[config.mk]
export PLATFORM = sky130hd
export DESIGN_NAME = lc3_program_loader
export DESIGN_NICKNAME = d
export VERILOG_FILES = /design/src/rtl/lc3_program_loader.sv
export SDC_FILE = /design/constraint.sdc
export NUM_CORES = 1
export LEC_CHECK = 0
export BUFFER_PORTS_ARGS = -buffer_cell sky130_fd_sc_hd__buf_4
export CAP_MARGIN = 20
export CORE_MARGIN = 2
export CORE_UTILIZATION = 30
export DETAILED_ROUTE_END_ITERATION = 6
export GPL_ROUTABILITY_DRIVEN = 1
export PLACE_DENSITY = 0.53
export SLEW_MARGIN = 30
export SYNTH_ARGS = -nofsm -noshare
export SYNTH_HDL_FRONTEND = slang
export SYNTH_SLANG_ARGS = --single-unit
[constraint.sdc]
create_clock -name clk -period 9.3 [get_ports clk]
set_input_delay 0.465 -clock clk [delete_from_list [all_inputs] [get_ports clk]]
set_output_delay 0.465 -clock clk [all_outputs]
set_load 0.03 [all_outputs]
[src/rtl/lc3_program_loader.sv]
// lc3_program_loader: streams an LC-3 object image (origin, count, words) into memory
// through the special write port, holding the core in reset until the load completes.
module lc3_program_loader #(
  parameter int WRITE_CYCLES = 2,
  parameter bit HOLD_AFTER_RESET = 1'b1
) (
  input  logic        clk,
  input  logic        reset,
  input  logic        in_valid,
  input  logic [7:0]  in_data,
  output logic        in_ready,
  output logic [15:0] MARSpcIn,
  output logic [15:0] MDRSpcIn,
  output logic        ldMARSpcIn,
  output logic        cpu_reset,
  output logic [15:0] start_pc,
  output logic        busy,
  output logic        load_done,
  output logic [15:0] words_loaded
);
  typedef enum logic [2:0] {IDLE, ORG_LO, CNT_HI, CNT_LO, DAT_HI, DAT_LO, WRITE, DONE} state_t;
  localparam logic [3:0] LAST_CYC = 4'(WRITE_CYCLES - 1);
  state_t state_q, state_d;
  logic [15:0] org_q, addr_q, cnt_q, mar_q, mdr_q, start_pc_q, words_q;
  logic [7:0] hi_q;
  logic [3:0] cyc_q;
  logic ld_q, cpu_reset_q, acc, last;
  assign acc  = in_valid && in_ready;
  assign last = (state_q == WRITE) && (cyc_q == LAST_CYC);
  always_ff @(posedge clk or posedge reset)
    if (reset) state_q <= IDLE;
    else state_q <= state_d;
  always_comb begin
    state_d = state_q;
    case (state_q)
      IDLE:    if (acc) state_d = ORG_LO;
      ORG_LO:  if (acc) state_d = CNT_HI;
      CNT_HI:  if (acc) state_d = CNT_LO;
      CNT_LO:  if (acc) state_d = ({cnt_q[15:8], in_data} == 16'd0) ? DONE : DAT_HI;
      DAT_HI:  if (acc) state_d = DAT_LO;
      DAT_LO:  if (acc) state_d = WRITE;
      WRITE:   if (last) state_d = (cnt_q == 16'd1) ? DONE : DAT_HI;
      default: state_d = IDLE;
    endcase
  end
  // in_ready is forced low while reset is held so no byte is taken during reset
  always_comb begin
    in_ready  = !reset && (state_q != WRITE) && (state_q != DONE);
    busy      = state_q != IDLE;
    load_done = state_q == DONE;
  end
  always_ff @(posedge clk or posedge reset)
    if (reset) begin
      org_q       <= '0;
      addr_q      <= '0;
      cnt_q       <= '0;
      hi_q        <= '0;
      mar_q       <= '0;
      mdr_q       <= '0;
      ld_q        <= 1'b0;
      cyc_q       <= '0;
      start_pc_q  <= '0;
      words_q     <= '0;
      cpu_reset_q <= HOLD_AFTER_RESET;
    end else begin
      if (acc && state_q == IDLE) begin
        org_q[15:8] <= in_data;
        cpu_reset_q <= 1'b1;
        words_q     <= '0;
      end
      if (acc && state_q == ORG_LO) begin
        org_q[7:0] <= in_data;
        addr_q     <= {org_q[15:8], in_data};
      end
      if (acc && state_q == CNT_HI) cnt_q[15:8] <= in_data;
      if (acc && state_q == CNT_LO) cnt_q[7:0] <= in_data;
      if (acc && state_q == DAT_HI) hi_q <= in_data;
      if (acc && state_q == DAT_LO) begin
        mar_q <= addr_q;
        mdr_q <= {hi_q, in_data};
        ld_q  <= 1'b1;
        cyc_q <= '0;
      end
      if (state_q == WRITE) cyc_q <= cyc_q + 4'd1;
      if (last) begin
        ld_q    <= 1'b0;
        addr_q  <= addr_q + 16'd1;
        words_q <= words_q + 16'd1;
        cnt_q   <= cnt_q - 16'd1;
      end
      if (state_q == DONE) begin
        start_pc_q  <= org_q;
        cpu_reset_q <= 1'b0;
      end
    end
  assign MARSpcIn     = mar_q;
  assign MDRSpcIn     = mdr_q;
  assign ldMARSpcIn   = ld_q;
  assign cpu_reset    = cpu_reset_q;
  assign start_pc     = start_pc_q;
  assign words_loaded = words_q;
endmodule

==> impl_metrics.env <==
export IMPL_die_width_um=144
export IMPL_clkTransAtPathRegs_ns=0.06
export IMPL_power_leakage_nw=3.30
export IMPL_setup_violations=0
export IMPL_cts_htree_levels=4
export IMPL_io_buffers=79
export IMPL_tns_ns=0
export IMPL_finalInstanceArea_sq_mm=0.00740
export IMPL_ff2ff_path_depth=4
export IMPL_dieArea_sq_mm=0.0208
export IMPL_syn_inst=516
export IMPL_fin_crit_ns=2.70
export IMPL_syn2layout_area_growth_pct=25.6
export IMPL_drt_pass1_iter_count=4
export IMPL_clkLatencyLatePin_ns=0.42
export IMPL_dieHeight_um=144
export IMPL_hold_violations=0
export IMPL_post_cts_buffers=0
export IMPL_max_slew_margin=0.368
export IMPL_grt_pass1_wl_um=24300
export IMPL_grt_overflow=0
export IMPL_first_iter_violations=360
export IMPL_ff2ff_setup_slack_ns=6.60
export IMPL_critPathRequiredTime_ns=9.65
export IMPL_min_path_type="primary input to asynchronous set/reset pin"
export IMPL_drc=0
export IMPL_synth_area_sq_mm=0.00589
export IMPL_grt_pass1_vias=4417
export IMPL_rows=51
export IMPL_place_gp_congestion=0.815
export IMPL_cp_endpoint="cnt_q[5]"
export IMPL_placed_area_sq_mm=0.00674
export IMPL_r2r_start="state_q[1]"
export IMPL_avgSynthCellArea_sq_um=11.4
export IMPL_start_kind="register"
export IMPL_postRouteAntennaNets=0
export IMPL_cp_arrival_ns=3.05
export IMPL_rsz0062_at_grt="no"
export IMPL_ys_seq_area_frac=0.548
export IMPL_syn_num_nets=533
export IMPL_cp_startpoint="state_q[1]"
export IMPL_hpwl_um=10400
export IMPL_endpoint_kind="register"
export IMPL_coreArea_sq_mm=0.0193
export IMPL_drv_slew=0
export IMPL_cts_tree="done"
export IMPL_io_pin_count=80
export IMPL_vdd_drop_max_uv=142
export IMPL_synth_seq_cells=129
export IMPL_post_route_period_util=0.290
export IMPL_powerDensity_mw_per_mm2=359
export IMPL_cts_buffer_depth=2
export IMPL_ys_flop_type="dfrtp_1"
export IMPL_wire_per_inst_um=17.6
export IMPL_layout_commonest_cell="dfrtp_1"
export IMPL_diodes=0
export IMPL_status="finished clean"
export IMPL_vias=4475
export IMPL_cts_sinks=129
export IMPL_timing_rr_end="cnt_q[5]"
export IMPL_fin_skew_ns=0.0116
export IMPL_power_mw=2.66
export IMPL_cap_violations=0
export IMPL_cp_max_fo=17
export IMPL_critPathKind="register to register"
export IMPL_synth_edf_count=0
export IMPL_grt_start_max_net_pins=80
export IMPL_track_usage=0.153
export IMPL_tightest_slew_ns=0.945
export IMPL_vias_per_cell=5.14
export IMPL_drive_above_1_share=0.322
export IMPL_nets=610
export IMPL_cts_resized=0
export IMPL_layout_common_cells="dfrtp_1 (128), buf_4 (82), mux2_2 (62), nand2_1 (52), nor2_1 (36)"
export IMPL_yosysUniqueCellTypes=58
export IMPL_cts_root_buf="clkbuf_16"
export IMPL_numCtsBuffers=17
export IMPL_yosysWarnings=0
export IMPL_cts_hold_buf=0
export IMPL_wl_um=15300
export IMPL_start_util=0.305
export IMPL_max_freq_mhz=371
export IMPL_async_reset_ff_frac=1.00
export IMPL_antenna_found_initial=0
through the flow:
stage / util / worst slack [ns] / std cells / hold WS, ns
3_3_place_gp: 0.349 / 6.73 / 839 / 0.460
3_5_place_dp: 0.349 / 6.68 / 839 / 0.456
6_report: 0.383 / 6.60 / 871 / 0.163
5_1_grt: 0.383 / 6.36 / 871 / 0.214
2_1_floorplan: - / 5.40 / 516 / 0.435
4_1_cts: 0.382 / 6.64 / 871 / 0.183
state kept, by name, summed over array words and instances (netlist names):
name,flops
addr_q,16
cnt_q,16
state_q,3
ldMARSpcIn,1
org_q,16
cpu_reset,1
words_loaded,16
MARSpcIn,16
MDRSpcIn,16
hi_q,8
start_pc,16
cyc_q,4
routing by layer:
metal / track usage / vias up / share of wire
met1: 0.206 / 2272 / 0.46
met2: 0.243 / 107 / 0.48
li1: - / 2077 / -
met4: 0.0459 / 0 / 0.013
met3: 0.0407 / 19 / 0.049
met5: 0 / - / 0
synthesized netlist by cell type (4+ instances only):
cell type	count	area (sq um)
nand2_1	52	195
and3_1	9	56.3
o211ai_1	4	30.0
nand4_1	10	62.6
a211oi_1	13	97.6
nor4_1	6	37.5
mux2i_1	5	50.1
mux2_2	62	698
o22ai_1	6	37.5
and4_1	5	43.8
inv_1	9	33.8
nor3_1	20	100
nand3_1	17	85.1
dfrtp_1	128	3200
xor2_1	5	43.8
a21oi_1	10	50.1
clkbuf_1	15	56.3
o21ai_0	17	85.1
a22oi_1	4	30.0
buf_2	9	45.0
nor2_1	36	135
ha_1	6	75.1
a311oi_1	9	78.8
o311ai_0	5	43.8
report_power, final:
part	leakage [nW]	switching, mW	internal [mW]
clock	0.310	0.257	0.483
sequential	1.60	0.234	0.809
combinational	1.39	0.499	0.376
total	3.30	0.989	1.67
area by class of cell:
class,count,area [sq um]
timing repair buffer,83,627
inverter,9,36.3
clock buffer,19,443
multi-input combinational,353,2520
fill,1880,11900
sequential,129,3230
clock inverter,13,209
tap,265,332
worst max-delay path, cell delays in order, from the launching register on:
cell     delay (ns)
dfrtp_1        0.60
nor2b_1        0.70
nand2_1        0.60
or4_1          0.63
nand3_1        0.09
kinds of logic (layout without fill, tap and decap cells):
group / after synthesis / in the layout / synth area share
AND/OR/NAND/NOR: 187 / 187 / 0.173
flip-flops: 129 / 129 / 0.548
AO/OA/AOI/OAI: 87 / 87 / 0.107
multiplexers: 67 / 67 / 0.127
buffers and inverters: 34 / 124 / 0.0236
adder cells (fa/ha/maj): 6 / 6 / 0.0127
XOR/XNOR: 6 / 6 / 0.00892
worst min path at each step:
stage | start | end | slack [ns] | cells past startpoint
2_1_floorplan | org_q[2] | org_q[2] | 0.43 | 2
3_5_place_dp | org_q[4] | org_q[4] | 0.46 | 2
5_1_grt | reset | cyc_q[1] | 0.21 | 2
3_3_place_gp | cpu_reset | cpu_reset | 0.46 | 2
4_1_cts | reset | cyc_q[0] | 0.18 | 2
6_report | reset | cyc_q[0] | 0.16 | 2
Note: power is estimated with default switching activity, not from simulation.
